<file path="config.mk">
export PLATFORM = sky130hd
export DESIGN_NAME = i2s_rx_ctrl
export DESIGN_NICKNAME = d
export VERILOG_FILES = /design/src/rtl/i2s_rx_ctrl.sv
export SDC_FILE = /design/constraint.sdc
export NUM_CORES = 1
export LEC_CHECK = 0
export CELL_PAD_IN_SITES_DETAIL_PLACEMENT = 0
export CELL_PAD_IN_SITES_GLOBAL_PLACEMENT = 2
export CORE_MARGIN = 3
export CORE_UTILIZATION = 34
export CTS_CLUSTER_DIAMETER = 200
export CTS_CLUSTER_SIZE = 10
export DETAILED_ROUTE_END_ITERATION = 10
export PLACE_DENSITY_LB_ADDON = 0.1
export SYNTH_ARGS = -nofsm -noshare
export SYNTH_HDL_FRONTEND = slang
export SYNTH_SLANG_ARGS = --single-unit
</file>
<file path="constraint.sdc">
create_clock -name clk -period 2.8 [get_ports clk]
set_clock_uncertainty 0.05 [all_clocks]
set_input_delay 0.56 -clock clk [delete_from_list [all_inputs] [get_ports clk]]
set_output_delay 0.56 -clock clk [all_outputs]
set_load 0.01 [all_outputs]
</file>
<file path="src/rtl/i2s_rx_ctrl.sv">
// I2S master receive controller: generates BCLK/LRCLK, captures ADCDAT, hands stereo pairs over VALID/READY.
// Define I2S_RX_LEFT_JUSTIFIED_EN for left-justified capture instead of the standard one-bit-delay I2S format.
module i2s_rx_ctrl #(
  parameter int CLK_DIV = 4,
  parameter int WORD_W  = 16,
  parameter int SLOT_W  = 32
) (
  input  logic              clk,
  input  logic              rstn,
  input  logic              en,
  input  logic              adcdat,
  output logic              bclk,
  output logic              lrclk,
  output logic [WORD_W-1:0] left_data,
  output logic [WORD_W-1:0] right_data,
  output logic              valid,
  input  logic              ready,
  output logic              overrun,
  input  logic              clr_ovr
);

  localparam int DIV_W = (CLK_DIV > 1) ? $clog2(CLK_DIV) : 1;
  localparam int BIT_W = (SLOT_W > 1) ? $clog2(SLOT_W) : 1;
  localparam logic [DIV_W-1:0] DIV_LAST = DIV_W'(CLK_DIV - 1);
  localparam logic [BIT_W-1:0] BIT_LAST = BIT_W'(SLOT_W - 1);
`ifdef I2S_RX_LEFT_JUSTIFIED_EN
  localparam logic [BIT_W-1:0] CAP_LAST = BIT_W'(WORD_W - 1);
`else
  localparam logic [BIT_W-1:0] CAP_LAST = BIT_W'(WORD_W);
`endif

  typedef enum logic [1:0] {
    IDLE  = 2'd0,
    RUN   = 2'd1,
    DRAIN = 2'd2
  } state_t;

  state_t            state;
  state_t            state_next;
  logic [DIV_W-1:0]  div;
  logic [BIT_W-1:0]  bit_cnt;
  logic [WORD_W-1:0] shadow_l;
  logic [WORD_W-1:0] shadow_r;
  logic              pair_done;

  logic active;
  logic tick;
  logic rise;
  logic fall;
  logic frame_end;
  logic in_window;
  logic capture;

  always_comb begin
    active    = (state != IDLE);
    tick      = active && (div == DIV_LAST);
    rise      = tick && !bclk;
    fall      = tick && bclk;
    frame_end = fall && lrclk && (bit_cnt == BIT_LAST);
`ifdef I2S_RX_LEFT_JUSTIFIED_EN
    in_window = (bit_cnt <= CAP_LAST);
`else
    in_window = (bit_cnt != '0) && (bit_cnt <= CAP_LAST);
`endif
    capture   = rise && in_window;
  end

  always_ff @(posedge clk) begin
    if (!rstn) begin
      state <= IDLE;
    end else begin
      state <= state_next;
    end
  end

  // A run request during DRAIN takes priority over stopping at the frame end.
  always_comb begin
    state_next = state;
    case (state)
      IDLE:    if (en) state_next = RUN;
      RUN:     if (!en) state_next = DRAIN;
      DRAIN: begin
        if (en) begin
          state_next = RUN;
        end else if (frame_end) begin
          state_next = IDLE;
        end
      end
      default: state_next = IDLE;
    endcase
  end

  always_ff @(posedge clk) begin
    if (!rstn) begin
      div       <= '0;
      bit_cnt   <= '0;
      bclk      <= 1'b0;
      lrclk     <= 1'b0;
      shadow_l  <= '0;
      shadow_r  <= '0;
      pair_done <= 1'b0;
    end else begin
      pair_done <= capture && lrclk && (bit_cnt == CAP_LAST);
      if (!active) begin
        div      <= '0;
        bit_cnt  <= '0;
        bclk     <= 1'b0;
        lrclk    <= 1'b0;
        shadow_l <= '0;
        shadow_r <= '0;
      end else begin
        div <= tick ? '0 : div + DIV_W'(1);
        if (tick) begin
          bclk <= !bclk;
        end
        // LRCLK only moves on the BCLK fall that ends a slot.
        if (fall) begin
          if (bit_cnt == BIT_LAST) begin
            bit_cnt <= '0;
            lrclk   <= !lrclk;
          end else begin
            bit_cnt <= bit_cnt + BIT_W'(1);
          end
        end
        if (state_next == IDLE) begin
          shadow_l <= '0;
          shadow_r <= '0;
        end else if (capture) begin
          if (lrclk) begin
            shadow_r <= {shadow_r[WORD_W-2:0], adcdat};
          end else begin
            shadow_l <= {shadow_l[WORD_W-2:0], adcdat};
          end
        end
      end
    end
  end

  // A new pair always replaces the held one; overrun set takes priority over clear.
  always_ff @(posedge clk) begin
    if (!rstn) begin
      left_data  <= '0;
      right_data <= '0;
      valid      <= 1'b0;
      overrun    <= 1'b0;
    end else if (pair_done) begin
      left_data  <= shadow_l;
      right_data <= shadow_r;
      valid      <= 1'b1;
      if (valid && !ready) begin
        overrun <= 1'b1;
      end else if (clr_ovr) begin
        overrun <= 1'b0;
      end
    end else begin
      if (valid && ready) begin
        valid <= 1'b0;
      end
      if (clr_ovr) begin
        overrun <= 1'b0;
      end
    end
  end

endmodule
</file>
==> results.sh, run 1 <==
export IMPL_status="completed"
export IMPL_syn_nets=334
export IMPL_min_path_type="reg -> reg"
export IMPL_dieArea_um2=10600
export IMPL_diodes=0
export IMPL_grt_pass1_vias=2344
export IMPL_die_width_um=103
export IMPL_drt_iter0_drc=65
export IMPL_place_area_um2=3710
export IMPL_fmax_ghz=0.453
export IMPL_met2WireLength_um=3200
export IMPL_globalRouteTotalUtil_pct=14.4
export IMPL_io_buffers=41
export IMPL_synthSimpleGateAreaFrac_pct=16.5
export IMPL_nets=371
export IMPL_setup_tns_ps=0
export IMPL_drv_cap=0
export IMPL_yosys_register_bits=78
export IMPL_crit_required_ps=2980
export IMPL_syn_inst=323
export IMPL_worst_pin_slew_ps=688
export IMPL_post_route_period_util_pct=78.8
export IMPL_synthDistinctLibCells=37
export IMPL_clock_sinks=78
export IMPL_worstSetupStartpointType="flip-flop"
export IMPL_synth_edf_count=0
export IMPL_fillers=880
export IMPL_synthMuxAreaShare_pct=10.6
export IMPL_power_frac_seq_pct=54.4
export IMPL_core_area_um2=8930
export IMPL_antenna_left=0
export IMPL_remaining_drc_errors=0
export IMPL_clk_latency_ps=350
export IMPL_met1Wirelength_um=3450
export IMPL_combPwrFrac_pct=2.7
export IMPL_rows=34
export IMPL_relSlewSlack_pct=53.9
export IMPL_dieHeight_um=103
export IMPL_synth_top_family_by_area="compound AO/OA/AOI/OAI gates"
export IMPL_slew_viol_final=0
export IMPL_start_util_pct=35.8
export IMPL_io_pins=42
export IMPL_multi_input_area_um2=1500
export IMPL_p_int_uw=1600
export IMPL_ys_seq_area_share_pct=48.8
export IMPL_setup_viol=0
export IMPL_arrival_ps=2390
export IMPL_p_total_uw=2050
export IMPL_htree_levels=3
export IMPL_holdBufCountCts=0
export IMPL_p_switching_uw=452
export IMPL_irDropWorstVdd_mv=0.295
export IMPL_clkPwrFrac_pct=42.9
export IMPL_rsz0062_at_grt="no"
export IMPL_endpoint_kind="flip-flop"
export IMPL_area_growth_pct=22.5
export IMPL_cts_buffer_depth=2
export IMPL_cts_made_buffers=9
export IMPL_synth_compound_area_share_pct=16.9
export IMPL_drive_gt1_share_pct=9.59
export IMPL_cts_tree="done"
export IMPL_async_flop_share_pct=0
export IMPL_post_cts_buffers=0
export IMPL_via_count=2437
export IMPL_cts_clk_slew_worst_paths_ps=80
export IMPL_power_leakage_uw=0.00118
export IMPL_utilization_pct=43.9
export IMPL_synth_top_area_share_pct=48.8
export IMPL_drt_vias_per_instance=5.15
export IMPL_antenna_found_initial=0
export IMPL_place_hpwl_um=4530
export IMPL_synth_fa_ha_area_share_pct=1.95
export IMPL_dr_pass1_iters=4
export IMPL_yosys_warnings=0
export IMPL_root_buffer="clkbuf_8"
export IMPL_synth_ff_type="dfxtp_1"
export IMPL_cts_resized=0
export IMPL_netSwitchingFraction_pct=22.1
export IMPL_crit_fanout=14
export IMPL_met3_length_um=325
export IMPL_critPathKind="reg -> reg"
export IMPL_grt_pass1_wl_um=11900
export IMPL_synth_area_per_cell_um2=9.91
export IMPL_synth_area_top_cells="dfxtp_1 49%, mux2i_1 11%, a211oi_1 7.3%"
export IMPL_synth_area_um2=3200
export IMPL_grt_max_degree=34
export IMPL_post_synth_top_area_cell="dfxtp_1"
export IMPL_p_per_area_nw_per_um2=523
export IMPL_stdcell_area_um2=3920
export IMPL_wl_um=7040
export IMPL_highest_layer="met4"
export IMPL_globalRouteOverflowTotal=0
export IMPL_finalHoldViolations=0
export IMPL_place_congestion=0.716
export IMPL_synth_xor_area_share_pct=0.547
export IMPL_min_period_ps=2210
export IMPL_seqCellArea_um2=1560
export IMPL_wire_per_inst_um=14.9
==> worst paths after layout <==
path | start | endpoint | slack, ps | cells past startpoint
min | div[0] | div[0] | 390 | 1
min reg2reg | div[0] | div[0] | 390 | 1
max | bit_cnt[0] | shadow_r[12] | 590 | 7
max reg2reg | bit_cnt[0] | shadow_r[12] | 590 | 7
==> layout by cell type, fill, tap and decap left out, types with 2 or more instances in the layout <==
cell | synthesis | layout
nor3_1 | 2 | 2
clkdlybuf4s50_1 | 0 | 41
o21ai_1 | 3 | 2
a21oi_1 | 5 | 5
o21ai_0 | 34 | 34
nor3b_1 | 2 | 2
mux2i_1 | 34 | 34
inv_1 | 3 | 3
clkbuf_8 | 0 | 11
nand2_1 | 4 | 4
buf_4 | 2 | 13
nor2b_1 | 36 | 36
dfxtp_1 | 78 | 77
o21a_1 | 3 | 3
nor2_1 | 5 | 5
nand3_1 | 33 | 33
ha_1 | 5 | 5
clkinvlp_4 | 0 | 2
a211oi_1 | 31 | 31
==> cell usage after synthesis, types with 2 or more instances <==
cell and number:
dfxtp_1 78, nor2b_1 36, mux2i_1 34, o21ai_0 34
nand3_1 33, a211oi_1 31, buf_2 12, clkbuf_1 12
a21oi_1 5, ha_1 5, nor2_1 5, nand2_1 4
inv_1 3, o21a_1 3, o21ai_1 3, buf_4 2
nor3_1 2, nor3b_1 2
==> power by group through the flow <==
stage                     sequential (uW)  clock [uW]  combinational (uW)
final                                1110         879                56.0
after detailed placement             1140           0                57.4
after global routing                 1120         957                61.8
after CTS                            1110         913                57.8
after floorplan                      1140           0                37.8
after global placement               1140           0                57.0
==> flip-flops by register name (all words and copies together) (netlist names) <==
register,cells
left_data,16
state,2
pair_done,1
right_data,16
lrclk,1
valid,1
overrun,1
bclk,1
bit_cnt,5
div,2
shadow_l,16
shadow_r,16
==> cell type report <==
cell class              count  area share (%)
flip-flops and latches     78            39.9
multi-input cells         214            38.1
repair buffers             54            13.0
clock buffers              12            3.96
well taps                 108            3.45
clock inverters             4            1.37
inverters                   3           0.287
==> cells by family (layout without fill, tap and decap cells) <==
logic type	count (synthesis)	in the layout
AND/OR/NAND/NOR	90	90
AO/OA/AOI/OAI	83	83
flip-flops	78	78
multiplexers	34	34
buffers and inverters	31	73
adder cells (fa/ha/maj)	5	5
XOR/XNOR	2	2
==> worst max-delay path, stage by stage (launching register included) <==
cell and delay, ps:
dfxtp_1 410, ha_1 210, and3_1 160, ha_1 260, nand2_1 140, nor4_4 470
buf_4 310, a211oi_1 70
==> routing by layer <==
| metal | up-vias | track usage [%] |
|---|---|---|
| li1 | 1233 | - |
| met1 | 1149 | 19.1 |
| met2 | 49 | 22.6 |
| met3 | 6 | 4.60 |
| met4 | 0 | 3.88 |
| met5 | - | 0 |
==> stage by stage <==
stage	std cells	hold slack [ps]	worst slack (ps)
4_1_cts	473	390	583
5_1_grt	473	425	367
3_5_place_dp	457	377	609
6_report	473	385	595
3_3_place_gp	457	369	639
2_1_floorplan	323	358	746
Power figures use the tool's default switching activity.
==> inputs of run 2 (changes only) <==
--- a/config.mk
+++ b/config.mk
@@ -8,7 +8,7 @@
 export CELL_PAD_IN_SITES_DETAIL_PLACEMENT = 0
 export CELL_PAD_IN_SITES_GLOBAL_PLACEMENT = 2
 export CORE_MARGIN = 3
-export CORE_UTILIZATION = 34
+export CORE_UTILIZATION = 31
 export CTS_CLUSTER_DIAMETER = 200
 export CTS_CLUSTER_SIZE = 10
 export DETAILED_ROUTE_END_ITERATION = 10
==> constraint.sdc (replaced) <==
create_clock -name clk -period 2.02 [get_ports clk]
set_clock_uncertainty 0.05 [all_clocks]
set_input_delay 0.404 -clock clk [delete_from_list [all_inputs] [get_ports clk]]
set_output_delay 0.404 -clock clk [all_outputs]
set_load 0.01 [all_outputs]
==> run 2 against run 1 <==
Compared with the run above: the flow now finishes with violations (setup timing); worst setup slack got worse by 620 ps; first-iteration DRC count increased by 9.2%; combinational power increased by 50%; fmax increased by 8.0%; cell count increased by 6.3%; flip-flop and latch count unchanged; clock-buffer cell count unchanged; sequential power increased by 40%; register-to-register slack got worse by 620 ps; clock power increased by 47%; non-clock buffer count increased by 5; critical path type unchanged; largest cell class is now multi-input combinational cells; highest routed layer unchanged.
==> results.sh, run 2 (synthesis gave the netlist of run 1 again) <==
export IMPL_status="finished with violations"
export IMPL_violations="setup timing"
export IMPL_die_width_um=108
export IMPL_pre_cts_ws_ps=-16.5
export IMPL_nets=376
export IMPL_met2WireLength_um=3590
export IMPL_irDropWorstVdd_mv=0.390
export IMPL_rsz0062_at_grt="yes"
export IMPL_antenna_left=0
export IMPL_core_area_um2=9910
export IMPL_antenna_found_initial=0
export IMPL_arrival_ps=2220
export IMPL_wl_um=7770
export IMPL_io_pins=42
export IMPL_crit_required_ps=2200
export IMPL_area_growth_pct=33.0
export IMPL_place_congestion=0.671
export IMPL_grt_pass1_wl_um=12300
export IMPL_root_buffer="clkbuf_8"
export IMPL_power_leakage_uw=0.00127
export IMPL_reg2reg_to="shadow_l[1]"
export IMPL_crit_end="shadow_l[1]"
export IMPL_worst_pin_slew_ps=1010
export IMPL_grt_pass1_vias=2364
export IMPL_io_buffers=41
export IMPL_grt_max_degree=33
export IMPL_p_total_uw=2920
export IMPL_globalRouteOverflowTotal=0
export IMPL_stdcell_area_um2=4260
export IMPL_holdBufCountCts=0
export IMPL_place_hpwl_um=4460
export IMPL_cts_made_buffers=9
export IMPL_drive_gt1_share_pct=18.1
export IMPL_cts_clk_slew_worst_paths_ps=80
export IMPL_drt_vias_per_instance=4.97
export IMPL_min_path_type="reg -> reg"
export IMPL_remaining_drc_errors=0
export IMPL_clock_sinks=78
export IMPL_globalRouteTotalUtil_pct=13.5
export IMPL_setup_ws_ps=-22.4
export IMPL_relSlewSlack_pct=32.7
export IMPL_finalHoldViolations=0
export IMPL_final_cell_mix="75 x dfxtp_1, 41 x clkdlybuf4s50_1, 36 x nor2b_1"
export IMPL_met1Wirelength_um=3840
export IMPL_diodes=0
export IMPL_worstSetupStartpointType="flip-flop"
export IMPL_setup_viol=9
export IMPL_fmax_ghz=0.490
export IMPL_wire_per_inst_um=15.4
export IMPL_cts_tree="done"
export IMPL_dr_pass1_iters=4
export IMPL_rows=36
export IMPL_drv_cap=0
export IMPL_start_util_pct=32.3
export IMPL_critPathKind="reg -> reg"
export IMPL_reg2reg_slack_ps=-20
export IMPL_htree_levels=3
export IMPL_highest_layer="met4"
export IMPL_place_area_um2=3810
export IMPL_drt_iter0_drc=71
export IMPL_clk_latency_ps=340
export IMPL_via_count=2502
export IMPL_p_per_area_nw_per_um2=686
export IMPL_dieHeight_um=108
export IMPL_cts_buffer_depth=2
export IMPL_endpoint_kind="flip-flop"
export IMPL_fillers=1005
export IMPL_dieArea_um2=11600
export IMPL_crit_fanout=13
export IMPL_r2r_start="bit_cnt[0]"
export IMPL_worstSetupStartpoint="bit_cnt[0]"
export IMPL_min_period_ps=2040
export IMPL_final_common_cell="dfxtp_1"
export IMPL_reg2reg_depth=8
export IMPL_slew_viol_final=0
export IMPL_post_route_period_util_pct=101
export IMPL_met3_length_um=235
## run 2: metal layers
layer | GRT usage (%) | vias to the layer above
li1 | - | 1242
met1 | 18.9 | 1208
met2 | 20.2 | 44
met3 | 2.58 | 8
met4 | 5.95 | 0
met5 | 0 | -
## run 2: where the power goes
group	internal [uW]	total (uW)	switching (uW)	leakage, uW
registers	1540	1550	5.99	0.000630
clock network	728	1290	563	0.000110
logic	31.5	84.2	52.7	0.000525
## run 2: worst min-delay path by stage
| stage | start | to | slack (ps) | cells after the start |
|---|---|---|---|---|
| 6_report | div[0] | div[0] | 380 | 1 |
| 5_1_grt | div[0] | div[0] | 410 | 1 |
| 4_1_cts | div[0] | div[0] | 390 | 1 |
| 3_5_place_dp | div[0] | div[0] | 380 | 1 |
| 3_3_place_gp | div[0] | div[0] | 370 | 1 |
| 2_1_floorplan | div[0] | div[0] | 360 | 1 |
## run 2: what timing repair did
item,in CTS,in global routing
setup endpoints to repair,8,32
cloned,0,3
buffers inserted,0,2
pin swaps,0,3
resized for setup,2,54
## run 2: worst max-delay path, cell delays in order (launching register included)
cell and delay [ps]:
dfxtp_2 340, inv_2 30, ha_2 150, nor3b_2 140
ha_1 330, or3b_4 460, buf_12 170, o21ai_0 160
a211oi_1 90
## run 2: through the flow
step	instances	TNS, ps	hold slack (ps)	utilization [%]
2_1_floorplan	323	0	358	-
3_3_place_gp	482	0	366	38.4
3_5_place_dp	482	-23.9	378	38.4
4_1_cts	498	0	390	40.6
5_1_grt	503	-2610	411	43.0
6_report	503	-104	383	43.0
## run 2: final cells by class
cell class	count	area (um2)	share of cell area, %
inverters	3	11.3	0.265
clock buffers	12	145	3.41
well taps	133	166	3.91
repair buffers	59	651	15.3
multi-input cells	214	1650	38.7
clock inverters	4	70.1	1.65
flip-flops and latches	78	1570	36.8
